===== src/rtl/pc_sequencer_if.sv =====
// Fetch-PC sequencer bus: control inputs from the pipeline and the PC/status
// outputs of the sequencer, bundled so the core and the bench share one view.
//
// Handshake: there is no valid/ready pair on this bus. PcSel is the only
// qualifier and it qualifies BrPC in the same cycle; Stall, flag_halt and
// resume are level requests sampled on every rising clk edge. The sequencer
// never back-pressures its driver; every output is valid every cycle.
interface pc_sequencer_if #(
  parameter int PC_W = 9
);
  logic            Stall;
  logic            PcSel;
  logic [31:0]     BrPC;
  logic            flag_halt;
  logic            resume;
  logic [PC_W-1:0] Cur_PC;
  logic [31:0]     PC_Four;
  logic            Flush;
  logic            Halted;
  logic [15:0]     Redirects;
  logic            Misaligned;
  logic [1:0]      state_dbg;   // FSM state: 0=RUN, 1=FLUSH, 2=HALT

  // Pipeline / bench side
  modport master (
    output Stall, PcSel, BrPC, flag_halt, resume,
    input  Cur_PC, PC_Four, Flush, Halted, Redirects, Misaligned, state_dbg
  );

  // Sequencer side
  modport slave (
    input  Stall, PcSel, BrPC, flag_halt, resume,
    output Cur_PC, PC_Four, Flush, Halted, Redirects, Misaligned, state_dbg
  );
endinterface


===== src/rtl/pc_sequencer.sv =====
// Fetch program-counter sequencer. Steps the PC by 4, takes branch redirects
// (followed by a fixed-length flush window), and parks at HALT_PC on a halt
// request or an illegal redirect target until resumed.
module pc_sequencer #(
  parameter int              PC_W      = 9,
  parameter int              FLUSH_CYC = 2,
  parameter logic [PC_W-1:0] HALT_PC   = 'h100
) (
  input  logic          clk,
  input  logic          reset,
  pc_sequencer_if.slave bus
);

  typedef enum logic [1:0] {
    RUN   = 2'd0,
    FLUSH = 2'd1,
    HALT  = 2'd2
  } state_e;

  state_e          state;
  logic [2:0]      flush_cnt;
  logic [PC_W-1:0] cur_pc;
  logic            flush_q;
  logic            halted_q;
  logic [15:0]     redirects_q;
  logic            misaligned_q;

  logic [PC_W-1:0] pc_inc;
  logic            target_legal;

  // Next sequential PC wraps naturally at PC_W bits.
  assign pc_inc = cur_pc + PC_W'(4);

  // A target must be word aligned and fit inside the PC width.
  assign target_legal = (bus.BrPC[1:0] == 2'b00) && ((bus.BrPC >> PC_W) == 32'd0);

  // Main sequencer FSM; every output is registered alongside the state.
  always_ff @(posedge clk or posedge reset) begin
    if (reset) begin
      state        <= RUN;
      flush_cnt    <= 3'd0;
      cur_pc       <= '0;
      flush_q      <= 1'b0;
      halted_q     <= 1'b0;
      redirects_q  <= 16'd0;
      misaligned_q <= 1'b0;
    end else begin
      case (state)
        RUN: begin
          if (bus.flag_halt) begin
            state    <= HALT;
            cur_pc   <= HALT_PC;
            halted_q <= 1'b1;
            flush_q  <= 1'b0;
          end else if (bus.PcSel) begin
            if (target_legal) begin
              state     <= FLUSH;
              cur_pc    <= bus.BrPC[PC_W-1:0];
              flush_cnt <= 3'(FLUSH_CYC);
              flush_q   <= 1'b1;
              if (redirects_q != 16'hFFFF) begin
                redirects_q <= redirects_q + 16'd1;
              end
            end else begin
              // Illegal target: park and remember why, without counting it.
              state        <= HALT;
              cur_pc       <= HALT_PC;
              halted_q     <= 1'b1;
              misaligned_q <= 1'b1;
            end
          end else if (!bus.Stall) begin
            cur_pc <= pc_inc;
          end
        end

        FLUSH: begin
          // Redirects are ignored here: the instructions being flushed
          // cannot legitimately steer fetch.
          if (bus.flag_halt) begin
            state     <= HALT;
            cur_pc    <= HALT_PC;
            flush_cnt <= 3'd0;
            flush_q   <= 1'b0;
            halted_q  <= 1'b1;
          end else begin
            // Stall freezes the PC but the flush window keeps counting.
            if (!bus.Stall) begin
              cur_pc <= pc_inc;
            end
            flush_cnt <= flush_cnt - 3'd1;
            if (flush_cnt == 3'd1) begin
              state   <= RUN;
              flush_q <= 1'b0;
            end
          end
        end

        HALT: begin
          if (bus.resume && !bus.flag_halt) begin
            state    <= RUN;
            cur_pc   <= '0;
            halted_q <= 1'b0;
          end
        end

        default: begin
          state    <= RUN;
          cur_pc   <= '0;
          flush_q  <= 1'b0;
          halted_q <= 1'b0;
        end
      endcase
    end
  end

  assign bus.Cur_PC     = cur_pc;
  assign bus.PC_Four    = 32'(cur_pc) + 32'd4;   // 32-bit, does not wrap at PC_W
  assign bus.Flush      = flush_q;
  assign bus.Halted     = halted_q;
  assign bus.Redirects  = redirects_q;
  assign bus.Misaligned = misaligned_q;
  assign bus.state_dbg  = state;

endmodule


===== src/flat_wrapper.sv =====
// flat-port wrapper written by rule: the top's interface ports become plain ports
module pc_sequencer_flat 
#(
  parameter int              PC_W      = 9,
  parameter int              FLUSH_CYC = 2,
  parameter logic [PC_W-1:0] HALT_PC   = 'h100
)
  (clk, reset, bus_Stall, bus_PcSel, bus_BrPC, bus_flag_halt, bus_resume, bus_Cur_PC, bus_PC_Four, bus_Flush, bus_Halted, bus_Redirects, bus_Misaligned, bus_state_dbg);
  pc_sequencer_if #(.PC_W(PC_W)) bus_i ();
  input  logic clk;
  input  logic reset;
  input wire logic [$bits(bus_i.Stall)-1:0] bus_Stall;
  input wire logic [$bits(bus_i.PcSel)-1:0] bus_PcSel;
  input wire logic [$bits(bus_i.BrPC)-1:0] bus_BrPC;
  input wire logic [$bits(bus_i.flag_halt)-1:0] bus_flag_halt;
  input wire logic [$bits(bus_i.resume)-1:0] bus_resume;
  output wire logic [$bits(bus_i.Cur_PC)-1:0] bus_Cur_PC;
  output wire logic [$bits(bus_i.PC_Four)-1:0] bus_PC_Four;
  output wire logic [$bits(bus_i.Flush)-1:0] bus_Flush;
  output wire logic [$bits(bus_i.Halted)-1:0] bus_Halted;
  output wire logic [$bits(bus_i.Redirects)-1:0] bus_Redirects;
  output wire logic [$bits(bus_i.Misaligned)-1:0] bus_Misaligned;
  output wire logic [$bits(bus_i.state_dbg)-1:0] bus_state_dbg;
  assign bus_i.Stall = bus_Stall;
  assign bus_i.PcSel = bus_PcSel;
  assign bus_i.BrPC = bus_BrPC;
  assign bus_i.flag_halt = bus_flag_halt;
  assign bus_i.resume = bus_resume;
  assign bus_Cur_PC = bus_i.Cur_PC;
  assign bus_PC_Four = bus_i.PC_Four;
  assign bus_Flush = bus_i.Flush;
  assign bus_Halted = bus_i.Halted;
  assign bus_Redirects = bus_i.Redirects;
  assign bus_Misaligned = bus_i.Misaligned;
  assign bus_state_dbg = bus_i.state_dbg;
  pc_sequencer #(.PC_W(PC_W), .FLUSH_CYC(FLUSH_CYC), .HALT_PC(HALT_PC)) u_core (.clk(clk), .reset(reset), .bus(bus_i));
endmodule

===== config.mk =====
export PLATFORM = sky130hd
export DESIGN_NAME = pc_sequencer_flat
export DESIGN_NICKNAME = d
export VERILOG_FILES = /design/src/rtl/pc_sequencer_if.sv /design/src/rtl/pc_sequencer.sv /design/src/flat_wrapper.sv
export SDC_FILE = /design/constraint.sdc
export NUM_CORES = 1
export LEC_CHECK = 0
export BUFFER_PORTS_ARGS = -buffer_cell sky130_fd_sc_hd__buf_4
export CORE_ASPECT_RATIO = 1.1
export CORE_UTILIZATION = 30
export DETAILED_ROUTE_END_ITERATION = 8
export PLACE_DENSITY = 0.67
export SLEW_MARGIN = 20
export SYNTH_ARGS = -nofsm -noshare
export SYNTH_HDL_FRONTEND = slang
export SYNTH_SLANG_ARGS = --single-unit

===== constraint.sdc =====
create_clock -name clk -period 2.85 [get_ports clk]
set_clock_uncertainty 0.15 [all_clocks]
set_input_delay 0.4275 -clock clk [delete_from_list [all_inputs] [get_ports clk]]
set_output_delay 0.4275 -clock clk [all_outputs]
set_load 0.005 [all_outputs]

==> flow_metrics.py, run 1 <==
metrics = {
    "timing": {
        "period_minus_slack_ps": 2241,
        "finalCritPeriodShare_pct": 78.64,
        "max_freq_ghz": 0.4462,
        "tns_ps": 0,
        "hold_viol": 0,
        "whs_ps": 82.32,
        "maxSlewViolCount": 0,
        "rsz0062_at_grt": "false",
        "slew_headroom_pct": 44.60,
        "tightest_slew_ps": 828.9,
        "finalSetupViolations": 0,
    },
    "drt": {
        "drc": 0,
        "drt.antenna.violating_nets": 0,
        "vias": 1840,
        "first_iter_violations": 64,
        "viasPerCell": 4.868,
        "wl_per_cell_microns": 12.97,
        "routed_wl_microns": 4904,
        "first_pass_iters": 4,
    },
    "power": {
        "finalPower_w": 0.001037,
        "swShare_pct": 27.44,
        "clkPwrFrac_pct": 33.9,
        "seqPwrFrac_pct": 48.9,
        "p_switching_w": 0.0002846,
        "p_per_area_nw_per_um2": 378.9,
        "p_comb_share_pct": 17.1,
        "irDropWorstVdd_v": 0.0002034,
        "p_int_w": 0.0007523,
        "leakagePower_nw": 1.350,
    },
    "die": {
        "die_h_microns": 89.64,
        "die_width_microns": 81.67,
        "coreArea_sq_um": 6671,
        "dieArea_sq_um": 7320,
        "start_util_pct": 31.40,
        "row_count": 31,
        "pin_count": 100,
    },
    "synthesis": {
        "synth-edff-count": 0,
        "synth_ff_type": "dfrtp_1",
        "synthCells": 218,
        "synthArstFlopShare_pct": 100.0,
        "yosysWarnings": 0,
        "syn_avg_cell_area_sq_um": 9.608,
        "synth-seq-cells": 33,
        "yosysUniqueCellTypes": 47,
        "syn_area_sq_um": 2095,
        "ys_seq_area_share_pct": 39.43,
    },
    "clocking": {
        "cts_resized": 0,
        "cts_hold_buffers": 0,
        "cts_tree": "built",
        "htree_levels": 2,
        "cts_setup_buffers": 0,
        "clock_path_buffers": 2,
        "cts_num_sinks": 33,
        "cts.reportedPaths.clkPinSlew_ps": 70,
        "clk_latency_ps": 290,
        "cts_made_buffers": 5,
        "ctsRootBufferMaster": "clkbuf_8",
    },
    "layout": {
        "fin_nets": 337,
        "nFillCells": 691,
        "multi_input_area_sq_um": 1099,
        "seqCellArea_sq_um": 825.8,
        "layout-drive-gt1-share_pct": 33.11,
        "final_core_utilization_pct": 41.02,
        "insertedDiodeCount": 0,
        "syn_to_final_growth_pct": 30.64,
    },
    "critical_path": {
        "worstSetupPathType": "reg2reg",
        "cp-start-kind": "flop",
        "endpoint_kind": "flop",
        "cp.required_ps": 2870,
        "slowest_stage": "or4_1",
        "arrival_ps": 2260,
        "critPathTopFamily": "simple AND/OR/NAND/NOR gates",
        "path_max_fanout": 11,
        "critPathMaxStageDelay_ps": 720,
        "crit_path_cell_trace": "ha_1 -> nand3_1 -> or4_1 -> nand2_2 -> mux2_1",
        "cp_num_buf_inv": 0,
    },
    "run": {
        "drv_cap": 0,
    },
    "global_routing": {
        "grt_pass1_vias": 1806,
        "antenna_found_initial": 0,
        "grt_start_max_net_pins": 34,
        "overflow": 0,
        "grt_pass1_wl_microns": 8211,
        "track_usage_pct": 14.62,
    },
    "placement": {
        "gp_congestion": 0.7358,
        "place_hpwl_microns": 3763,
        "portBuffers": 77,
    },
    "status": {
        "status": "complete, no violations",
    },
    "hold_path": {
        "hold_path.class": "in2async",
    },
}
## tightest hold or removal path, cell delays in order
cell	delay, ps
buf_4	110
inv_1	40
buf_4	370
## layout by cell type (no fill, tap or decap), drive strengths merged, types with 2 or more instances in the layout
| cell type | count |
|---|---|
| buf | 79 |
| dfrtp | 33 |
| conb | 22 |
| xnor2 | 19 |
| nand4 | 13 |
| nand2 | 11 |
| nor2 | 9 |
| nand3 | 9 |
| inv | 8 |
| nor3 | 8 |
| a21oi | 8 |
| nand2b | 7 |
| and3 | 7 |
| nor4 | 7 |
| nor2b | 6 |
| o21ai | 5 |
| clkbuf | 5 |
| ha | 4 |
| or2 | 3 |
| a221o | 3 |
| a211o | 2 |
| and4 | 2 |
| nor4b | 2 |
| o221ai | 2 |
| a21o | 2 |
| o21bai | 2 |
| clkinv | 2 |
## synthesized netlist by cell type, drive strengths merged (2+ instances only)
master	n	area, sq um
buf	27	207.7
xnor2	19	166.4
nor2	9	33.78
nand4	13	87.58
o21bai	2	15.01
or2	3	18.77
a21oi	8	40.04
o221ai	2	17.52
nor2b	6	37.54
o21ai	5	25.02
ha	4	50.05
a21o	2	15.01
nor4	7	77.58
nand2	11	43.80
and4	2	17.52
nor4b	2	17.52
nand3	9	45.04
dfrtp	33	825.8
nor3	8	40.04
clkbuf	3	11.26
nand2b	7	43.79
and3	7	43.79
inv	8	30.03
a221o	3	30.03
a211o	2	17.52
## final timing paths
check / startpoint / to / slack [ps] / depth (start not counted)
setup reg to reg: u_core.bus.Redirects[0] / u_core.bus.Redirects[1] / 610 / 5
min in group clk: bus_BrPC[2] / u_core.bus.Cur_PC[2] / 190 / 2
hold / removal: reset / u_core.bus.Cur_PC[6] / 80 / 3
hold reg to reg: u_core.bus.Misaligned / u_core.bus.Misaligned / 330 / 1
max in group asynchronous: reset / u_core.bus.Cur_PC[4] / 2170 / 3
setup / recovery: u_core.bus.Redirects[0] / u_core.bus.Redirects[1] / 610 / 5
## logic make-up (layout without fill, tap and decap cells)
kind of cell    after synthesis  after routing  share of synthesized area (%)
buf+inv                      38             95                          11.89
simple gates                 89             89                          26.05
xor+xnor                     20             20                          8.363
other cells                   1             22                         0.1790
mux                           2              2                          1.016
compound gates               31             31                          10.69
fa+ha+maj                     4              4                          2.390
flops                        33             33                          39.43
## layer usage
metal | global-route usage, % | share of wire (%) | routed length [microns] | vias to the layer above
li1 | - | - | - | 890
met1 | 17.37 | 42 | 2042 | 887
met2 | 25.61 | 51 | 2524 | 59
met3 | 4.444 | 5.9 | 290 | 4
met4 | 3.828 | 0.94 | 46 | 0
met5 | 0 | 0 | 0 | -
## final cells by class
class | instances | share of cell area [%]
Inverter | 8 | 1.097
Timing Repair Buffer | 79 | 21.67
Tap cell | 82 | 3.749
Clock inverter | 3 | 0.6401
Sequential cell | 33 | 30.18
Multi-Input combinational cell | 168 | 40.15
Clock buffer | 5 | 2.515
## power by group through the flow
stage | Sequential (W) | Combinational (W) | Clock [W]
after detailed placement | 0.000516 | 0.000179 | 0
after global placement | 0.000516 | 0.000177 | 0
after CTS | 0.000507 | 0.000180 | 0.000366
after floorplan | 0.000510 | 0.0000986 | 0
after global routing | 0.000511 | 0.000202 | 0.000386
final | 0.000507 | 0.000178 | 0.000352
## per-stage QoR
stage	cells	instance area, sq um	setup slack (ps)
detailed placement	370	2650	501.6
global route	378	2736	461.4
CTS	378	2736	606.0
floorplan	239	2173	762.1
finish	378	2736	608.9
global placement	370	2650	563.7
## sequential cells by signal (all words and copies together), names as in the netlist
signal	flops
u_core.bus.Redirects	16
u_core.bus.Cur_PC	9
u_core.flush_cnt	3
u_core.bus.Halted	1
u_core.bus.Flush	1
u_core.bus.state_dbg	2
u_core.bus.Misaligned	1
No activity file was read; power rests on OpenSTA's default activity.
==> inputs of run 2 (changes only) <==
PLACE_DENSITY = 0.69   (was 0.67)
clock period = 1.97 ns   (was 2.85 ns; I/O delays follow)
==> flow_metrics.py, run 2 (synthesis results as in run 1) <==
metrics = {
    "timing": {
        "maxSlewViolCount": 0,
        "hold_viol": 0,
        "max_freq_ghz": 0.5361,
        "finalSetupViolations": 0,
        "whs_ps": 62.53,
        "period_minus_slack_ps": 1865,
        "rsz0062_at_grt": "false",
        "finalCritPeriodShare_pct": 94.68,
    },
    "placement": {
        "gp_congestion": 0.7776,
        "place_hpwl_microns": 3989,
        "place_area_sq_um": 2811,
        "portBuffers": 77,
    },
    "clocking": {
        "cts_tree": "built",
        "cts_setup_buffers": 0,
        "htree_levels": 2,
        "cts.reportedPaths.clkPinSlew_ps": 60,
        "clk_latency_ps": 290,
        "cts_made_buffers": 5,
        "ctsRootBufferMaster": "clkbuf_8",
        "clock_path_buffers": 2,
        "cts_num_sinks": 33,
    },
    "critical_path": {
        "critPathMaxStageDelay_ps": 380,
        "crit_end": "bus_PC_Four[7]",
        "rrSetupSlack_ps": 100,
        "worstReg2RegEnd": "u_core.bus.Redirects[1]",
        "endpoint_kind": "primary output",
        "arrival_ps": 1420,
        "r2r-start": "u_core.bus.Redirects[6]",
        "crit_top_cell": "buf_4",
        "cp-start-kind": "flop",
        "path_max_fanout": 4,
        "critPathLaunch": "u_core.bus.Cur_PC[3]",
        "crit_path_cell_trace": "buf_4 -> and3_1 -> nand3_1 -> xnor2_1 -> buf_4",
        "cp.required_ps": 1520,
        "worstSetupPathType": "reg2out",
        "slowest_stage": "dfrtp_1",
        "worst_r2r_path_depth": 4,
    },
    "drt": {
        "wl_per_cell_microns": 12.98,
        "first_pass_iters": 4,
        "drc": 0,
        "viasPerCell": 4.819,
        "first_iter_violations": 75,
        "routed_wl_microns": 5167,
        "drt.antenna.violating_nets": 0,
        "vias": 1918,
    },
    "power": {
        "p_per_area_nw_per_um2": 516.6,
        "leakagePower_nw": 1.446,
        "irDropWorstVdd_v": 0.0003657,
        "finalPower_w": 0.001504,
    },
    "global_routing": {
        "grt_pass1_wl_microns": 8135,
        "grt_start_max_net_pins": 34,
        "grt_pass1_vias": 1791,
        "overflow": 0,
        "track_usage_pct": 14.66,
        "antenna_found_initial": 0,
    },
    "layout": {
        "nFillCells": 659,
        "largest_register_ffs": 16,
        "mostFrequentLayoutCells": "buf_4 (97), dfrtp_1 (31), conb_1 (22)",
        "layout-drive-gt1-share_pct": 37.97,
        "syn_to_final_growth_pct": 39.01,
        "insertedDiodeCount": 0,
        "stdcell_area_sq_um": 2912,
        "layout_commonest_cell": "buf_4",
        "fin_nets": 357,
    },
    "die": {
        "die_width_microns": 81.67,
        "coreArea_sq_um": 6671,
        "die_h_microns": 89.64,
        "dieArea_sq_um": 7320,
        "start_util_pct": 31.40,
        "row_count": 31,
        "pin_count": 100,
    },
    "run": {
        "drv_cap": 0,
    },
    "status": {
        "status": "complete, no violations",
    },
    "hold_path": {
        "whs_path_depth": 2,
        "hold_path.class": "in2reg",
    },
}
[run 2: layout make-up]
cell class	instances	area (sq um)	share of cell area, %
multi-input combinational	168	1112	38.20
tap	82	102.6	3.524
inverter	8	30.03	1.031
clock buffer	8	80.08	2.750
sequential	33	828.3	28.45
timing repair buffer	99	758.2	26.04
[run 2: how the worst min path moves through the flow]
stage                            from                       to  slack (ps)
after floorplan           bus_BrPC[2]     u_core.bus.Cur_PC[2]         260
after global placement          reset  u_core.bus.Redirects[0]         280
after detailed placement        reset  u_core.bus.Redirects[0]         280
after CTS                 bus_BrPC[2]     u_core.bus.Cur_PC[2]          60
after global routing      bus_BrPC[4]     u_core.bus.Cur_PC[4]          60
final                     bus_BrPC[2]     u_core.bus.Cur_PC[2]          60
[run 2: worst max-delay path: cells and delay by family (launching register included)]
kind / cells / cell delay [ps]
simple gates: 2 / 340
flops: 1 / 380
xor+xnor: 1 / 140
buf+inv: 2 / 280
[run 2: per-layer routing]
metal	vias to the layer above	wire, microns	GRT usage [%]
met4	0	134	7.815
met3	15	253	3.131
met1	904	2137	17.04
met5	-	0	0
li1	930	-	-
met2	69	2641	25.23
[run 2: power breakdown]
group | leakage [nW] | switching (W) | total (W) | internal [W]
Clock | 0.0395 | 0.000240 | 0.000491 | 0.000251
Combinational | 0.976 | 0.000134 | 0.000296 | 0.000162
Sequential | 0.431 | 0.0000164 | 0.000717 | 0.000700
[run 2: through the flow]
step	setup slack [ps]	utilization [%]	setup TNS, ps	cells
4_1_cts	62.29	43.49	0	398
3_5_place_dp	-93.30	42.14	-118.4	389
6_report	104.8	43.64	0	398
3_3_place_gp	-71.09	42.14	-81.92	389
5_1_grt	6.616	43.64	0	398
2_1_floorplan	38.31	-	0	239
[run 2: what timing repair did]
item | CTS | global route
hold endpoints to repair | 33 | 0
hold buffers | 1 | 0
resized for setup | 0 | 4
endpoints found under the setup margin | 0 | 3
==> inputs of run 3 (changes only) <==
--- a/config.mk
+++ b/config.mk
@@ -10,5 +10,7 @@
 export CORE_UTILIZATION = 30
 export DETAILED_ROUTE_END_ITERATION = 8
+export GPL_TIMING_DRIVEN = 1
 export PLACE_DENSITY = 0.69
+export SKIP_LAST_GASP = 1
 export SLEW_MARGIN = 20
 export SYNTH_ARGS = -nofsm -noshare
==> constraint.sdc (replaced) <==
create_clock -name clk -period 1.97 [get_ports clk]
set_clock_uncertainty 0.15 [all_clocks]
set_input_delay 0 -clock clk [delete_from_list [all_inputs] [get_ports clk]]
set_output_delay 0 -clock clk [all_outputs]
set_load 0.005 [all_outputs]
==> flow_metrics.py, run 3 (synthesis results as in run 1) <==
metrics = {
    "drt": {
        "drt.antenna.violating_nets": 0,
        "viasPerCell": 4.761,
        "drc": 0,
        "vias": 1933,
        "routed_wl_microns": 5249,
        "first_pass_iters": 5,
        "first_iter_violations": 88,
        "wl_per_cell_microns": 12.93,
    },
    "timing": {
        "max_freq_ghz": 0.5324,
        "period_minus_slack_ps": 1878,
        "tightest_slew_ps": 516.5,
        "finalCritPeriodShare_pct": 95.34,
        "tns_ps": 0,
        "rsz0062_at_grt": "false",
        "hold_viol": 0,
        "whs_ps": 49.15,
        "slew_headroom_pct": 65.50,
        "finalSetupViolations": 0,
        "maxSlewViolCount": 0,
    },
    "die": {
        "die_h_microns": 89.64,
        "dieArea_sq_um": 7320,
        "start_util_pct": 31.40,
        "pin_count": 100,
        "row_count": 31,
        "coreArea_sq_um": 6671,
        "die_width_microns": 81.67,
    },
    "global_routing": {
        "grtUsageMet2_pct": 26.06,
        "gr-usage-met1_pct": 17.82,
        "grt_pass1_vias": 1884,
        "track_usage_pct": 15.38,
        "grt_pass1_wl_microns": 8500,
        "overflow": 0,
        "grt_start_max_net_pins": 34,
        "grt_use_met3_pct": 4.141,
        "busiest_layer": "met2",
        "antenna_found_initial": 0,
    },
    "clocking": {
        "clk_latency_ps": 290,
        "cts.reportedPaths.clkPinSlew_ps": 70,
        "cts_num_sinks": 33,
        "htree_levels": 2,
        "cts_resized": 0,
        "cts_made_buffers": 5,
        "cts_tree": "built",
        "ctsRootBufferMaster": "clkbuf_8",
        "clock_path_buffers": 2,
    },
    "critical_path": {
        "cp-start-kind": "flop",
        "endpoint_kind": "flop",
        "worstSetupPathType": "reg2reg",
        "arrival_ps": 1900,
        "path_max_fanout": 6,
        "cp.required_ps": 1990,
    },
    "power": {
        "p_per_area_nw_per_um2": 565.3,
        "leakagePower_nw": 1.502,
        "irDropWorstVdd_v": 0.0003681,
    },
    "layout": {
        "fin_nets": 365,
        "multi_input_area_sq_um": 1105,
        "final_core_utilization_pct": 45.31,
        "largest_register_ffs": 16,
        "nFillCells": 664,
        "seqCellArea_sq_um": 825.8,
        "layout-drive-gt1-share_pct": 35.80,
        "insertedDiodeCount": 0,
        "mostFrequentLayoutCells": "buf_4 (95), dfrtp_1 (33), conb_1 (22)",
        "syn_to_final_growth_pct": 44.32,
        "layout_commonest_cell": "buf_4",
        "fin_cells": 406,
    },
    "placement": {
        "dp.cells": 386,
        "portBuffers": 77,
        "place_hpwl_microns": 3949,
        "gp_congestion": 0.8108,
    },
    "hold_path": {
        "hold_path.class": "in2reg",
    },
    "run": {
        "drv_cap": 0,
    },
    "status": {
        "status": "complete, no violations",
    },
}
[run 3: final cells by class]
class                      count  share of cell area, %
multi-input combinational    168                  36.55
timing repair buffer         107                  27.90
inverter                       8                 0.9934
clock inverter                 1                 0.9934
clock buffer                   7                  2.856
sequential                    33                  27.32
tap                           82                  3.394
[run 3: per-layer routing]
metal | vias to the layer above | share of wire [%]
li1 | 950 | -
met1 | 907 | 42
met2 | 66 | 50
met3 | 10 | 5.6
met4 | 0 | 2.5
met5 | - | 0
[run 3: through the flow]
| step | power, W | setup slack (ps) | area (sq um) |
|---|---|---|---|
| 2_1_floorplan | 0.0008810 | 38.31 | 2190 |
| 3_3_place_gp | 0.001022 | 136.5 | 2789 |
| 3_5_place_dp | 0.001030 | 75.87 | 2789 |
| 4_1_cts | 0.001722 | 71.54 | 3015 |
| 5_1_grt | 0.001794 | 14.45 | 3023 |
| 6_report | 0.001709 | 91.80 | 3023 |
[run 3: timing repair]
action / 4_1_cts / 5_1_grt
hold endpoints to repair: 43 / 0
buffers inserted: 0 / 1
endpoints found under the setup margin: 0 / 1
hold buffers: 11 / 0
[run 3: final timing paths]
| path | cells past startpoint | endpoint | from | slack, ps |
|---|---|---|---|---|
| setup / recovery | 5 | u_core.bus.Redirects[1] | u_core.bus.Redirects[1] | 90 |
| hold / removal | 4 | u_core.bus.state_dbg[1] | bus_resume | 50 |
| setup reg to reg | 5 | u_core.bus.Redirects[1] | u_core.bus.Redirects[1] | 90 |
| hold reg to reg | 1 | u_core.flush_cnt[1] | u_core.flush_cnt[1] | 340 |
| max in group asynchronous | 4 | u_core.bus.Cur_PC[8] | reset | 1170 |
| min in group asynchronous | 4 | u_core.bus.Misaligned | reset | 210 |
[run 3: critical path: stages, from the launching register on]
cell	delay, ps
dfrtp_1	410
ha_2	210
nand3_1	90
or4_4	470
nand2_2	110
mux2_1	320
[run 3: report_power, final]
| group | leakage, nW | switching, W | total [W] | internal [W] |
|---|---|---|---|---|
| combinational | 1.01 | 0.000145 | 0.000321 | 0.000176 |
| sequential | 0.434 | 0.0000152 | 0.000715 | 0.000700 |
| clock | 0.0585 | 0.000260 | 0.000672 | 0.000412 |
